`config.mk`:
```
export PLATFORM = sky130hd
export DESIGN_NAME = inst_hw_prefetch_flat
export DESIGN_NICKNAME = d
export VERILOG_FILES = /design/src/rtl/inst_hw_prefetch_pkg.sv /design/src/rtl/inst_hw_prefetch_if.sv /design/src/rtl/inst_hw_prefetch_fifo.sv /design/src/rtl/inst_hw_prefetch.sv /design/src/flat_wrapper.sv
export SDC_FILE = /design/constraint.sdc
export NUM_CORES = 1
export LEC_CHECK = 0
export ABC_AREA = 1
export BUFFER_PORTS_ARGS = -buffer_cell sky130_fd_sc_hd__clkbuf_2
export CORE_MARGIN = 2
export CORE_UTILIZATION = 45
export DETAILED_ROUTE_END_ITERATION = 8
export GPL_TIMING_DRIVEN = 0
export SYNTH_ARGS = -nofsm -noshare
export SYNTH_HDL_FRONTEND = slang
export SYNTH_SLANG_ARGS = --single-unit
```
`constraint.sdc`:
```
create_clock -name clk -period 12.1 [get_ports clk]
set_input_delay 0 -clock clk [delete_from_list [all_inputs] [get_ports clk]]
set_output_delay 0 -clock clk [all_outputs]
set_load 0.1 [all_outputs]
```
`src/rtl/inst_hw_prefetch_pkg.sv`:
```
// Shared types and widths for the Thumb halfword prefetcher.
// A buffered entry pairs a fetched word with its word address.
package inst_hw_prefetch_pkg;

  localparam int HW_W = 16;
  localparam int WORD_W = 32;
  localparam logic [31:0] DEF_RESET_PC = 32'h0000_0000;

  typedef struct packed {
    logic [WORD_W-1:0] data;
    logic [29:0]       waddr;
  } pf_word_t;

  function automatic logic [HW_W-1:0] hw_pick(
    input logic [WORD_W-1:0] w,
    input logic              sel
  );
    return sel ? w[31:16] : w[15:0];
  endfunction

endpackage

```
`src/rtl/inst_hw_prefetch_if.sv`:
```
// Memory read port, redirect input and halfword stream to the core.
// The master side is the prefetcher.
interface inst_hw_prefetch_if;
  import inst_hw_prefetch_pkg::*;

  logic              mem_req;
  logic [WORD_W-1:0] mem_addr;
  logic              mem_rvalid;
  logic [WORD_W-1:0] mem_rdata;
  logic              redirect;
  logic [31:0]       redirect_pc;
  logic [HW_W-1:0]   inst_hw;
  logic              hw_valid;
  logic              hw_ready;
  logic [31:0]       hw_addr;

  modport master (
    output mem_req, mem_addr,
    input  mem_rvalid, mem_rdata,
    input  redirect, redirect_pc,
    output inst_hw, hw_valid, hw_addr,
    input  hw_ready
  );

  modport slave (
    input  mem_req, mem_addr,
    output mem_rvalid, mem_rdata,
    output redirect, redirect_pc,
    input  inst_hw, hw_valid, hw_addr,
    output hw_ready
  );

endinterface

```
`src/rtl/inst_hw_prefetch_fifo.sv`:
```
// Word buffer for the prefetcher: DEPTH entries of data plus word address.
// Flush clears the pointers synchronously and beats a same-cycle push.
module pf_word_fifo
  import inst_hw_prefetch_pkg::*;
#(
  parameter int DEPTH = 4
) (
  input  logic                   clk,
  input  logic                   rst,
  input  logic                   flush,
  input  logic                   push,
  input  pf_word_t               wdata,
  input  logic                   pop,
  output pf_word_t               head,
  output logic [$clog2(DEPTH):0] cnt,
  output logic                   empty,
  output logic                   full
);

  localparam int AW = $clog2(DEPTH);
  localparam int CW = AW + 1;

  pf_word_t       store [DEPTH];
  logic [AW-1:0]  wp;
  logic [AW-1:0]  rp;
  logic           push_ok;
  logic           pop_ok;

  assign empty   = (cnt == '0);
  assign full    = (cnt == CW'(DEPTH));
  assign pop_ok  = pop && !empty;
  assign push_ok = push && (!full || pop_ok);
  assign head    = store[rp];

  always_ff @(posedge clk) begin
    if (rst || flush) begin
      wp  <= '0;
      rp  <= '0;
      cnt <= '0;
    end else begin
      if (push_ok) wp <= wp + 1'b1;
      if (pop_ok)  rp <= rp + 1'b1;
      cnt <= cnt + CW'(push_ok) - CW'(pop_ok);
    end
  end

  always_ff @(posedge clk) begin
    if (push_ok && !flush && !rst) store[wp] <= wdata;
  end

endmodule

```
`src/rtl/inst_hw_prefetch.sv`:
```
// Instruction prefetcher: word reads from memory, Thumb halfwords out
// in program order, flush and restart on redirect.
module inst_hw_prefetch
  import inst_hw_prefetch_pkg::*;
#(
  parameter int          DEPTH    = 4,
  parameter logic [31:0] RESET_PC = DEF_RESET_PC
) (
  input  logic                clk,
  input  logic                rst,
  inst_hw_prefetch_if.master  bus
);

  localparam int CW = $clog2(DEPTH) + 1;
  localparam logic [CW:0] DEPTH_W = (CW+1)'(DEPTH);

  logic [CW-1:0] fifo_cnt;
  logic [CW-1:0] outstanding;
  logic [CW-1:0] drop_cnt;
  logic [CW:0]   inflight;
  logic [31:0]   fetch_addr;
  logic [29:0]   ret_waddr;
  logic          hsel;
  logic          skip_lo;
  logic          issue;
  logic          push;
  logic          pop;
  logic          xfer;
  logic          empty;
  logic          full;
  pf_word_t      head;
  pf_word_t      wword;

  assign inflight = {1'b0, fifo_cnt} + {1'b0, outstanding};
  assign issue    = !rst && !bus.redirect && (inflight < DEPTH_W);
  assign xfer     = bus.hw_valid && bus.hw_ready;
  assign push     = bus.mem_rvalid && !bus.redirect && (drop_cnt == '0);
  assign pop      = xfer && hsel;

  assign wword.data  = bus.mem_rdata;
  assign wword.waddr = ret_waddr;

  assign bus.mem_req  = issue;
  assign bus.mem_addr = fetch_addr;
  assign bus.hw_valid = !empty;
  assign bus.inst_hw  = empty ? '0 : hw_pick(head.data, hsel);
  assign bus.hw_addr  = empty ? '0 : {head.waddr, hsel, 1'b0};

  pf_word_fifo #(.DEPTH(DEPTH)) u_fifo (
    .clk   (clk),
    .rst   (rst),
    .flush (bus.redirect),
    .push  (push),
    .wdata (wword),
    .pop   (pop),
    .head  (head),
    .cnt   (fifo_cnt),
    .empty (empty),
    .full  (full)
  );

  // Returns are in order and all dropped words precede the new stream,
  // so a single counter tracks the address of the next kept word.
  always_ff @(posedge clk) begin
    if (rst) begin
      fetch_addr  <= RESET_PC & 32'hFFFF_FFFC;
      ret_waddr   <= RESET_PC[31:2];
      skip_lo     <= RESET_PC[1];
      hsel        <= 1'b0;
      outstanding <= '0;
      drop_cnt    <= '0;
    end else begin
      outstanding <= outstanding + CW'(issue)
                     - CW'(bus.mem_rvalid);
      if (bus.redirect) begin
        fetch_addr <= bus.redirect_pc & 32'hFFFF_FFFC;
        ret_waddr  <= bus.redirect_pc[31:2];
        skip_lo    <= bus.redirect_pc[1];
        hsel       <= 1'b0;
        drop_cnt   <= outstanding - CW'(bus.mem_rvalid);
      end else begin
        if (issue) fetch_addr <= fetch_addr + 32'd4;
        if (bus.mem_rvalid && drop_cnt != '0)
          drop_cnt <= drop_cnt - 1'b1;
        if (push) ret_waddr <= ret_waddr + 30'd1;
        if (push && empty) begin
          hsel    <= skip_lo;
          skip_lo <= 1'b0;
        end else if (xfer) begin
          hsel <= ~hsel;
        end
      end
    end
  end

  a_no_overflow: assert property (
    @(posedge clk) disable iff (rst) inflight <= DEPTH_W);
  a_no_push_full: assert property (
    @(posedge clk) disable iff (rst) !(push && full && !pop));
  a_no_pop_empty: assert property (
    @(posedge clk) disable iff (rst) !(pop && empty));
  a_out_underflow: assert property (
    @(posedge clk) disable iff (rst)
    !(bus.mem_rvalid && outstanding == '0));
  a_drop_bound: assert property (
    @(posedge clk) disable iff (rst) drop_cnt <= outstanding);

endmodule

```
`src/flat_wrapper.sv`:
```
// flat-port wrapper written by rule: the top's interface ports become plain ports
module inst_hw_prefetch_flat import inst_hw_prefetch_pkg::*;
#(
  parameter int          DEPTH    = 4,
  parameter logic [31:0] RESET_PC = DEF_RESET_PC
)
  (clk, rst, bus_mem_req, bus_mem_addr, bus_mem_rvalid, bus_mem_rdata, bus_redirect, bus_redirect_pc, bus_inst_hw, bus_hw_valid, bus_hw_addr, bus_hw_ready);
  inst_hw_prefetch_if bus_i ();
  input  logic clk;
  input  logic rst;
  output wire logic [$bits(bus_i.mem_req)-1:0] bus_mem_req;
  output wire logic [$bits(bus_i.mem_addr)-1:0] bus_mem_addr;
  input wire logic [$bits(bus_i.mem_rvalid)-1:0] bus_mem_rvalid;
  input wire logic [$bits(bus_i.mem_rdata)-1:0] bus_mem_rdata;
  input wire logic [$bits(bus_i.redirect)-1:0] bus_redirect;
  input wire logic [$bits(bus_i.redirect_pc)-1:0] bus_redirect_pc;
  output wire logic [$bits(bus_i.inst_hw)-1:0] bus_inst_hw;
  output wire logic [$bits(bus_i.hw_valid)-1:0] bus_hw_valid;
  output wire logic [$bits(bus_i.hw_addr)-1:0] bus_hw_addr;
  input wire logic [$bits(bus_i.hw_ready)-1:0] bus_hw_ready;
  assign bus_mem_req = bus_i.mem_req;
  assign bus_mem_addr = bus_i.mem_addr;
  assign bus_i.mem_rvalid = bus_mem_rvalid;
  assign bus_i.mem_rdata = bus_mem_rdata;
  assign bus_i.redirect = bus_redirect;
  assign bus_i.redirect_pc = bus_redirect_pc;
  assign bus_inst_hw = bus_i.inst_hw;
  assign bus_hw_valid = bus_i.hw_valid;
  assign bus_hw_addr = bus_i.hw_addr;
  assign bus_i.hw_ready = bus_hw_ready;
  inst_hw_prefetch #(.DEPTH(DEPTH), .RESET_PC(RESET_PC)) u_core (.clk(clk), .rst(rst), .bus(bus_i));
endmodule
```
**Word-level counts from Yosys, hierarchy flattened**

Memories as Yosys holds them, arrays and structs flattened. A register that Yosys moved wholly into a read port is not among the register bits.
Cells that the tools add are included.
Widths: inputs -> output; s select.

- Logic and storage cells: 69
- Input port bits: 69
- Latch bits: 0
- ROM bits: 0
- Output and inout port bits: 82
- Register bits after elaboration: 77
- Memories: 1
- Bits in writable memories: 248

Memory list:

| memory | words | bits a word | rd ports | clocked after memory_dff | write ports | line | source |
|---|---|---|---|---|---|---|---|
| u_core.u_fifo.store | 4 | 62 | 1 | 1 | 1 | inst_hw_prefetch_fifo.sv:23 | `pf_word_t store [DEPTH];` |

- Multiplexer cells: 17
- Shift-type cells: 0
- $mul: 0
- Magnitude comparators: 1
- Equal/unequal tests: 1
- Reductions and logical operators: 27
- Divide/modulo/power cells: 0
- $add $sub $neg: 11
- Bitwise logic cells: 1

Operator list:

| kind | number |
|---|---|
| $mux 32 | 3 |
| $mux 30 | 2 |
| $add 32x3->32 const B | 1 |
| $mux 16 | 2 |
| $add 30x1->30 const B | 1 |
| $logic_and 1x1->1 | 12 |
| $reduce_bool 2->1 | 5 |
| $sub 3x1->3 | 3 |
| $add 3x1->3 | 2 |
| $logic_not 3->1 | 2 |
| $mux 1 | 6 |
| $mux 3 | 2 |
| $add 2x1->2 const B | 2 |
| $add 3x3->4 | 1 |
| $logic_not 1->1 | 4 |
| $lt 4x3->1 const B | 1 |
| $mux 2 | 2 |
| $eq 3x3->1 const B | 1 |
| $reduce_bool 3->1 | 1 |
| $sub 3x1->3 const B | 1 |
| $logic_or 1x1->1 | 2 |
| $reduce_or 2->1 | 1 |
| $not 1->1 | 1 |

**Logic depth before layout (Yosys ltp)**

Gate-level depths: netlist of the first run.

- Word-level depth: 11
- Depth in mapped cells: 13

**Hierarchy**

A second synthesis of the first run with hierarchy kept.

- Cell total of the unflattened synthesis: 1561
- Area, all modules: 15396.0 um^2

By module, submodules not included:

| module | area each (um^2) | times used | cells each |
|---|---|---|---|
| pf_word_fifo | 10227.3 | 1 | 672 |
| inst_hw_prefetch | 5168.7 | 1 | 889 |

**Worst setup path after synthesis of the first run**

Ideal clock, no wire load.

- Kind: register to register
- From: register u_core.u_fifo.cnt[1]
- To: memory u_core.u_fifo.store[0][0] (netlist bit) (enable)
- Cell stages (with the launch flop): 9
- Setup time: 0.482 ns
- Setup slack: 7.972 ns
- Path buffers: 0
- Data required time: 11.618 ns
- Arrival time: 3.646 ns
- Period minus slack after synthesis: 4.128 ns
- Path through: dfxtp_1 -> nor2_1 -> nand2_1 -> nand2_1 -> nor2_1 -> inv_1 -> nand3_1 -> nand3_1 -> nor2_1

- Word-level cells in the longest chain between the ends: 11
- Elaborated cells on any way between the ends: 13
- Classes of those cells: eq/ne: 1; mux: 2; reduce/logical: 10

RTL lines:

| element | line | source |
|---|---|---|
| start: declaration | inst_hw_prefetch_fifo.sv:15 | `output logic [$clog2(DEPTH):0] cnt,` |
| start signal: assignment | inst_hw_prefetch_fifo.sv:43 | `cnt <= cnt + CW'(push_ok) - CW'(pop_ok);` |
| $logic_not 3->1 * | inst_hw_prefetch_fifo.sv:29 | `assign empty = (cnt == '0);` |
| $logic_not 1->1 * | inst_hw_prefetch_fifo.sv:31, inst_hw_prefetch.sv:45 |  |
| $logic_and 1x1->1 | inst_hw_prefetch.sv:36 | `assign xfer = bus.hw_valid && bus.hw_ready;` |
| $logic_and 1x1->1 | inst_hw_prefetch.sv:38 | `assign pop = xfer && hsel;` |
| $logic_and 1x1->1 * | inst_hw_prefetch_fifo.sv:31 | `assign pop_ok = pop && !empty;` |
| named net u_core.u_fifo.pop_ok | inst_hw_prefetch_fifo.sv:27 | `logic pop_ok;` |
| $logic_or 1x1->1 * | inst_hw_prefetch_fifo.sv:32 | `assign push_ok = push && (!full \|\| pop_ok);` |
| $logic_and 1x1->1 * | inst_hw_prefetch_fifo.sv:32 |  |
| $logic_and 1x1->1 * (2 in a row) | inst_hw_prefetch_fifo.sv:48 | `if (push_ok && !flush && !rst) store[wp] <= wdata;` |
| $mux 1 * | inst_hw_prefetch_fifo.sv:48 |  |
| $mux 1 (implied by the code) * | inst_hw_prefetch_fifo.sv:48 |  |
| end: declaration | inst_hw_prefetch_fifo.sv:23 |  |

The timed path passes the listed nets; every way through them passes the cells marked *.

**Worst setup path after layout of the first run**

- From: register u_core.drop_cnt[0]
- To: memory u_core.u_fifo.store[0][54] (netlist bit) (enable)

- Word-level cells in the longest chain between the ends: 7

RTL lines:

| element | line | source |
|---|---|---|
| start: declaration | inst_hw_prefetch.sv:19 | `logic [CW-1:0] drop_cnt;` |
| start signal: assignment | inst_hw_prefetch.sv:80 | `drop_cnt <= outstanding - CW'(bus.mem_rvalid);` |
| start signal: assignment | inst_hw_prefetch.sv:84 | `drop_cnt <= drop_cnt - 1'b1;` |
| $logic_not 3->1 | inst_hw_prefetch.sv:37 | `assign push = bus.mem_rvalid && !bus.redirect && (drop_cnt == '0);` |
| $logic_and 1x1->1 | inst_hw_prefetch.sv:37 |  |
| $logic_and 1x1->1 | inst_hw_prefetch_fifo.sv:32 |  |
| $logic_and 1x1->1 (2 in a row) | inst_hw_prefetch_fifo.sv:48 |  |
| $mux 1 | inst_hw_prefetch_fifo.sv:48 |  |
| $mux 1 (implied by the code) | inst_hw_prefetch_fifo.sv:48 |  |

No other way between the ends.

==> results of run 1 <==
-- cell usage in the layout, fill, tap and decap left out, types with 6 or more instances in the layout --
| cell type | count |
|---|---|
| o22ai_1 | 35 |
| xor2_1 | 12 |
| clkbuf_1 | 49 |
| o21ai_1 | 6 |
| nand3_1 | 78 |
| clkbuf_16 | 35 |
| clkbuf_2 | 145 |
| inv_1 | 117 |
| o21ai_0 | 170 |
| dfxtp_1 | 77 |
| buf_4 | 7 |
| ha_1 | 16 |
| nand2_1 | 272 |
| edfxtp_1 | 248 |
| nor2_1 | 262 |
| nor2_2 | 8 |
| a21oi_1 | 99 |
| buf_2 | 18 |
| a31oi_1 | 10 |
| clkinv_1 | 8 |
| nor2_4 | 15 |
| xnor2_1 | 10 |
| dlygate4sd3_1 | 67 |
-- through the flow --
stage / std cells / total power [mW] / utilization
after floorplan: 1543 / 1.492 / -
after CTS: 2268 / 2.671 / 0.5587
after global routing: 2268 / 2.749 / 0.5587
after global placement: 2130 / 1.566 / 0.4943
after detailed placement: 2139 / 1.572 / 0.5019
final: 2268 / 2.659 / 0.5587
-- cells by family after synthesis --
family                   after synthesis  share of synthesized area
AO/OA/AOI/OAI                        326                     0.1161
XOR/XNOR                              22                    0.01313
adder cells (fa/ha/maj)               18                    0.01637
buffers and inverters                199                    0.05696
flip-flops                           325                     0.6126
other                                  1                  0.0002556
AND/OR/NAND/NOR                      650                     0.1845
-- state kept, by name, summed over array words and instances, names as in the netlist, named ones only --
name	cells
u_core.bus.mem_addr	30
u_core.outstanding	3
u_core.skip_lo	1
u_core.drop_cnt	3
u_core.u_fifo.rp	2
u_core.hsel	1
u_core.u_fifo.cnt	3
u_core.u_fifo.wp	2
u_core.u_fifo.store	248
u_core.ret_waddr	30
-- layer usage --
| layer | vias up | wire, um | global-route usage |
|---|---|---|---|
| met1 | 5427 | 17150 | 0.3031 |
| met3 | 67 | 2350 | 0.03122 |
| met5 | - | 0 | 0 |
| met2 | 393 | 19510 | 0.4059 |
| met4 | 0 | 1082 | 0.07072 |
| li1 | 5728 | - | - |
-- final cells by class --
type                            instances  share of cell area
Inverter                              125             0.02657
Tap cell                              442             0.03066
Timing Repair Buffer                  221             0.08948
Clock buffer                           42             0.05112
Buffer                                 74             0.01977
Multi-Input combinational cell       1019              0.2709
Clock inverter                         20             0.01325
Sequential cell                       325              0.4983
-- power by group --
group,total [mW],internal [mW],switching [mW]
Sequential,1.27,1.24,0.0393
Clock,1.09,0.653,0.438
Combinational,0.293,0.0817,0.211
Total,2.66,1.97,0.689
-- worst register-to-register path, delay by kind of cell, from the launching register on --
kind / cells / cell delay [ns]
buf+inv: 5 / 0.93
simple gates: 4 / 1.39
flops: 1 / 0.31
fa+ha+maj: 1 / 0.18
-- synth_stat cells (2+ instances only) --
master	n	area share
nand2_1	272	0.070
nor2_1	266	0.068
edfxtp_1	248	0.51
o21ai_0	170	0.058
inv_1	117	0.030
a21oi_1	99	0.034
nand3_1	78	0.027
dfxtp_1	77	0.11
clkbuf_1	44	0.011
o22ai_1	35	0.015
buf_2	18	0.0061
ha_1	16	0.014
xor2_1	12	0.0072
nor2_4	11	0.0084
a31oi_1	10	0.0043
xnor2_1	10	0.0060
nor2_2	8	0.0034
buf_4	7	0.0036
o21ai_1	6	0.0020
nand2_2	5	0.0021
buf_6	4	0.0031
inv_2	4	0.0010
nand3b_1	4	0.0020
o211ai_1	4	0.0020
nand2_4	3	0.0023
clkinv_2	2	0.00068
fa_1	2	0.0027
-- path summary, 6_finish.rpt --
kind / slack (ns) / cells past startpoint / startpoint / to
min reg2reg: 0.46 / 2 / u_core.skip_lo$_SDFFE_PP0P_ / u_core.hsel$_SDFFE_PN0P_
max reg2reg: 8.98 / 10 / u_core.drop_cnt[0]$_SDFFE_PP0P_ / u_core.u_fifo.store[0][54]$_DFFE_PP_
max: 8.98 / 10 / u_core.drop_cnt[0]$_SDFFE_PP0P_ / u_core.u_fifo.store[0][54]$_DFFE_PP_
min: 0.23 / 2 / bus_mem_rdata[4] / u_core.u_fifo.store[3][34]$_DFFE_PP_
-- what timing repair did --
item | CTS | global route
gates resized for setup | 0 | 0
hold endpoints to repair | 200 | 0
hold buffers | 67 | 0
==> metrics.txt, run 1 <==
status=finished, final reports clean; CTS tree=done; Setup-failing EPs final=0; final hold viol count=0; CTS buffer count=35; Mapped Cells=1541; CORE AREA=roughly 0.032 mm2; clk sinks=roughly 330; Reg clk slew, reported paths=roughly 0.060 ns; wire per inst=between 15 and 20 um; placed cell area=~0.016 mm2; IO Pins=between 150 and 200; arrival time at the worst endpoint=approximately 3.3 ns; Synth cell types=36; worst-case clock buffer depth=3; FP Rows=66; flops & latches, synth=325; Cell Pwr Density=around 150 mW/mm2; Chip Width=184.6 um; drt drc=0; Slew @ Worst Pin=roughly 0.87 ns; Pre-antenna DRT Iters=5; largest net degree at the start of global routing=29; yosys warns=0; Setup CP Type=flop to flop; Overall Global Routing Usage=0.2332; Setup WS post-layout=approximately 9.0 ns; grt total ovfl=0; Slowest-stage cell, CP=nor2_4; top cell family by delay on the critical path=simple AND/OR/NAND/NOR gates; vias in the first global route=11.16k; Finished Cell Area=about 0.018 mm2; Max-slew headroom=0.4155; height of the die=between 150 and 200 um; clock skew=0.01821 ns; Setup TNS=0 ns; Final GP Congestion=between 0.9 and 1; fin crit period=~3.1 ns; top_reg_cell synth=edfxtp_1; CP Buf/Inv Count=5; register area=0.008989 mm2; Layout Nets=1888; initial core utilization=0.4544; H-tree depth=2; Crit path top cell by count=inv_1; Final period util=0.2578; Critical Path End Type=flop; mapped cell area=0.01467 mm2; PortBufs=between 100 and 150; crit path cell chain=inv_1, ha_1, nand3_1, inv_1, nand2_1, inv_1, nand3_1, nor2_4, buf_12, buf_12; Worst Path Max Fanout=24; routed via count=11.62k; HPWL after DPL=roughly 27000 um; number of diodes=0; maximum capacitance violations=0; final wirelength=approximately 40000 um; synthesis-to-layout area growth=22.94%; starting DRC count in detailed routing=roughly 960; worst-skew pair later-pin latency=between 0.5 and 0.6 ns; fmax=320.6 MHz; Die ar.=about 0.034 mm2; initial antenna violation count=0; number of synthesized flops with an enable pin=248; vias per cell=between 5 and 6; post-CTS setup buffer count=0; Worst EP required=~12 ns; sequential fraction of the synthesis area=0.6126; Syn Area/Cell=between 9 and 10 um2; Max IR drop VDD=roughly 0.095 mV; Fillers=~2.8k; max incr delay on CP=~0.78 ns; final count of pins violating max slew=0; crit start category=flop; remaining antenna violation count after routing=0; first-pass GRT wire length=a little over 60000 um; share of cells above drive strength 1=0.1495; setup slack after placement=between 8 and 9 ns; area of the multi-input gates=about 0.005 mm2; Hold Path Class=primary input to flop; RSZ-0062 raised after global routing=no; WHS=about 0.23 ns; Clock Root Buffer=clkbuf_16; Post-synth ARST share=0; P_leak=6.871 nW
No activity file was read; power rests on OpenSTA's default activity.
==> run 2: changes to the inputs <==
Clock period 12.1 ns to 3.17 ns, I/O delays scaled along.
==> metrics.txt, run 2 (synthesis gave the netlist of run 1 again) <==
status=finished, final reports clean; Clock Root Buffer=clkbuf_16; R2R Setup Slk=~0.27 ns; largest net degree at the start of global routing=29; Max IR drop VDD=0.3633 mV; largest register by flop count=u_core.u_fifo.store; worst-case clock buffer depth=3; Worst EP required=3.38 ns; HPWL after DPL=around 27000 um; clock skew=0.01765 ns; Final GP Congestion=around 0.9; WHS=around 0.24 ns; R2R Path Start=u_core.drop_cnt[0]$_SDFFE_PP0P_; Max-slew headroom=0.4074; PortBufs=145; met1 Usage GRT=0.3031; Overall Global Routing Usage=0.2332; most frequent cells in the layout=272 x nand2_1, 262 x nor2_1, 248 x edfxtp_1; drt drc=0; routed via count=~12k; Slew @ Worst Pin=a little under 0.9 ns; Critical Path End Type=flop; fin crit period=2.903 ns; Slowest-stage cell, CP=nor2_4; maximum capacitance violations=0; crit path cell chain=inv_1, ha_1, nand3_1, inv_1, nand2_1, inv_2, nand3_2, nor2_4, buf_12, buf_12; fmax=~340 MHz; Pre-antenna DRT Iters=7; final count of pins violating max slew=0; initial antenna violation count=0; Die ar.=roughly 0.034 mm2; remaining antenna violation count after routing=0; Setup-failing EPs final=0; grt total ovfl=0; grt met3 use=0.03122; starting DRC count in detailed routing=1062; height of the die=roughly 180 um; Most Crowded Layer GR=met2; P_leak=roughly 6.9 nW; Psw=around 2.6 mW; CTS tree=done; max incr delay on CP=0.74 ns; H-tree depth=2; internal power=around 7.5 mW; Worst Hold Launch=bus_mem_rdata[4]; CORE AREA=0.03229 mm2; most common cell after layout, fill and taps aside=nand2_1; Setup CP Type=flop to flop; crit start category=flop; Hold Path Cell Cnt=2; r2r worst-path depth=10; reg2reg end=u_core.u_fifo.store[0][51]$_DFFE_PP_; Worst Path Max Fanout=24; FP Rows=66; max reg flops=about 250; number of diodes=0; CTS buffer count=35; Final period util=0.9156; Comb power frac=0.110; switching part of the total=0.2590; RSZ-0062 raised after global routing=no; Chip Width=184.6 um; clock power share=0.410; hold worst-path end=u_core.u_fifo.store[3][34]$_DFFE_PP_; worst-skew pair later-pin latency=roughly 0.52 ns; vias per cell=~5.2; share of cells above drive strength 1=0.1506; final hold viol count=0; power after layout=10.15 mW; initial core utilization=0.4544; Layout Nets=1888; synthesis-to-layout area growth=22.97%; Reg clk slew, reported paths=around 0.06 ns; vias in the first global route=roughly 11k; met2 Use GR=0.4060; clk sinks=325; Cell Pwr Density=around 560 mW/mm2; final wirelength=about 40000 um; wire per inst=17.61 um; arrival time at the worst endpoint=just over 3 ns; IO Pins=between 150 and 200; sequential share of power=0.479; Hold Path Class=primary input to flop; first-pass GRT wire length=slightly above 60000 um
## run 2: cell count changes in the layout (fill, tap and decap cells not counted)
cell / delta
inv_1: -1
nand3_2: +1
inv_2: +1
nand3_1: -1
## run 2: layout make-up
cell class	count	area, um2
inverter	125	479.2
tap	442	553.0
fill	2835	14240
clock buffer	42	922.1
buffer	74	356.6
multi-input combinational	1019	4891
sequential	325	8989
timing repair buffer	221	1614
clock inverter	20	239.0
## run 2: worst max-delay path by stage
stage / startpoint / end / depth (start not counted)
final: u_core.drop_cnt[0]$_SDFFE_PP0P_ / u_core.u_fifo.store[0][51]$_DFFE_PP_ / 10
after global routing: u_core.u_fifo.cnt[1]$_SDFF_PN0_ / u_core.u_fifo.store[0][51]$_DFFE_PP_ / 10
after CTS: u_core.drop_cnt[0]$_SDFFE_PP0P_ / u_core.u_fifo.store[0][54]$_DFFE_PP_ / 10
after detailed placement: u_core.drop_cnt[0]$_SDFFE_PP0P_ / u_core.u_fifo.store[0][58]$_DFFE_PP_ / 10
after global placement: u_core.drop_cnt[0]$_SDFFE_PP0P_ / u_core.u_fifo.store[0][59]$_DFFE_PP_ / 8
after floorplan: u_core.u_fifo.cnt[1]$_SDFF_PN0_ / u_core.u_fifo.store[0][0]$_DFFE_PP_ / 8
## run 2: critical path, delay by kind of cell, from the launching register on
| family | cells | cell delay, ns |
|---|---|---|
| buf+inv | 5 | 0.85 |
| flops | 1 | 0.31 |
| simple gates | 4 | 1.23 |
| fa+ha+maj | 1 | 0.18 |
## run 2: routing by layer
| layer | vias up | share of wire |
|---|---|---|
| met5 | - | 0 |
| met4 | 0 | 0.027 |
| met3 | 65 | 0.061 |
| met2 | 417 | 0.49 |
| met1 | 5477 | 0.43 |
| li1 | 5735 | - |
## run 2: power groups by stage
stage	registers [mW]	clock network [mW]	logic, mW
final	4.86	4.17	1.12
after global routing	4.88	4.40	1.21
after CTS	4.86	4.22	1.12
after detailed placement	4.95	0	1.05
after global placement	4.95	0	1.02
after floorplan	5.11	0	0.587
## run 2: stage by stage
| stage | utilization | instances | setup slack, ns | cell area (um2) | setup TNS (ns) |
|---|---|---|---|---|---|
| after CTS | 0.5588 | 2268 | 0.1472 | 18040 | 0 |
| after floorplan | - | 1543 | -0.9581 | 14680 | -237.62 |
| after detailed placement | 0.5019 | 2139 | 0.01141 | 16210 | 0 |
| after global routing | 0.5588 | 2268 | 0.02515 | 18040 | 0 |
| after global placement | 0.4943 | 2130 | -3.400 | 15960 | -830.92 |
| final | 0.5588 | 2268 | 0.2675 | 18040 | 0 |
## run 2: timing repair
item / 4_1_cts / 5_1_grt
resized for setup: 1 / 1
hold endpoints to repair: 200 / 0
setup endpoints to repair: 7 / 16
hold buffers: 67 / 0
setup buffers: 0 / 0
==> run 3: changes to the inputs <==
Settings changed: PLACE_DENSITY from default to 0.61.
==> metrics.txt, run 3 (synthesis gave the netlist of run 1 again) <==
Layout Nets=between 1.5k and 2k; initial antenna violation count=1; Critical Path End Type=flop; Die ar.=~0.034 mm2; Post-CTS Resized=0; largest register by flop count=u_core.u_fifo.store; most frequent cells in the layout=272 x nand2_1, 262 x nor2_1, 248 x edfxtp_1; share of cells above drive strength 1=0.1507; starting DRC count in detailed routing=811; Cell Pwr Density=approximately 560 mW/mm2; worst-skew pair later-pin latency=0.52 ns; Reg clk slew, reported paths=about 0.06 ns; met1 Usage GRT=0.2946; final wirelength=39300 um; met2 Use GR=0.4084; Final GP Congestion=about 0.9; Hold Path Cell Cnt=2; Most Crowded Layer GR=met2; Max-slew headroom=0.5170; Worst Path Max Fanout=23; FP Rows=66; fmax=about 340 MHz; first-pass GRT wire length=between 60000 and 70000 um; clock skew=between 0.02 and 0.025 ns; routed via count=about 12k; P_leak=around 6.9 nW; worst-case clock buffer depth=3; vias per cell=between 5 and 6; CTS buffer count=36; crit start category=flop; grt met3 use=0.03003; PortBufs=roughly 150; height of the die=between 150 and 200 um; IO Pins=around 150; wire per inst=17.28 um; Max IR drop VDD=about 0.36 mV; H-tree depth=2; placed cell area=~0.016 mm2; maximum capacitance violations=0; initial core utilization=0.4544; remaining antenna violation count after routing=0; Worst EP required=about 3.4 ns; r2r worst-path depth=11; RSZ-0062 raised after global routing=no; fin crit period=2.903 ns; final count of pins violating max slew=0; Clock Root Buffer=clkbuf_16; CORE AREA=between 0.03 and 0.04 mm2; Setup CP Type=flop to flop; clk sinks=325; HPWL after DPL=between 20000 and 30000 um; vias in the first global route=about 11k; CTS tree=done; final hold viol count=0; largest net degree at the start of global routing=26; Pre-antenna DRT Iters=5; drt drc=0; Final period util=0.9159; Setup-failing EPs final=0; Slew @ Worst Pin=between 0.7 and 0.8 ns; Hold Path Class=primary input to flop; arrival time at the worst endpoint=3.12 ns; power after layout=10.22 mW; synthesis-to-layout area growth=23.32%; max reg flops=about 250; Finished Cell Area=between 0.015 and 0.02 mm2; most common cell after layout, fill and taps aside=nand2_1; Overall Global Routing Usage=0.2329; grt total ovfl=0; status=finished, final reports clean; Chip Width=about 180 um; WHS=0.2470 ns
[run 3: power breakdown]
| part | internal [mW] | switching, mW | leakage [nW] | total (mW) |
|---|---|---|---|---|
| sequential | 4.72 | 0.150 | 2.89 | 4.87 |
| combinational | 0.317 | 0.805 | 3.43 | 1.12 |
| clock | 2.58 | 1.65 | 0.580 | 4.23 |
[run 3: final cells by class]
cell class                 instances  area, um2
timing repair buffer             222       1622
fill                            2843      14190
sequential                       325       8989
clock buffer                      46      969.7
multi-input combinational       1020       4892
buffer                            74      356.6
clock inverter                    19      231.5
antenna                            1      2.502
inverter                         125      479.2
tap                              442      553.0
[run 3: per-layer routing]
metal / wire [um] / vias up / share of wire
met5: 0 / - / 0
met3: 2168 / 75 / 0.055
met2: 19430 / 394 / 0.49
met4: 1204 / 0 / 0.031
met1: 16500 / 5475 / 0.42
li1: - / 5749 / -
[run 3: what timing repair did]
| item | in CTS | in global routing |
|---|---|---|
| setup buffers | 0 | 1 |
| hold endpoints to repair | 200 | 0 |
| hold buffers | 67 | 0 |
| setup endpoints to repair | 0 | 47 |
[run 3: critical path: stages, from the launching register on]
cell and delay (ns):
dfxtp_1 0.31, inv_1 0.09, ha_1 0.17, nand3_1 0.13, inv_1 0.11, nand2_1 0.12, inv_1 0.21, nand3_1 0.40
nor2_4 0.43, buf_12 0.25, buf_16 0.19, buf_16 0.17
[run 3: worst paths after layout]
path | startpoint | endpoint | slack (ns)
worst min-delay path | bus_mem_rdata[5] | u_core.u_fifo.store[0][35]$_DFFE_PP_ | 0.25
worst min register to register | u_core.skip_lo$_SDFFE_PP0P_ | u_core.hsel$_SDFFE_PN0P_ | 0.46
worst max register to register | u_core.drop_cnt[0]$_SDFFE_PP0P_ | u_core.u_fifo.store[0][54]$_DFFE_PP_ | 0.27
worst max-delay path | u_core.drop_cnt[0]$_SDFFE_PP0P_ | u_core.u_fifo.store[0][54]$_DFFE_PP_ | 0.27
[run 3: through the flow]
stage / cells / worst slack (ns) / TNS (ns) / utilization
6_report: 2274 / 0.2667 / 0 / 0.5604
5_1_grt: 2274 / 0.05679 / 0 / 0.5604
4_1_cts: 2271 / 0.08085 / 0 / 0.5599
3_5_place_dp: 2139 / 0.1013 / 0 / 0.5019
3_3_place_gp: 2130 / -3.324 / -809.89 / 0.4943
2_1_floorplan: 1543 / -0.9581 / -237.62 / -
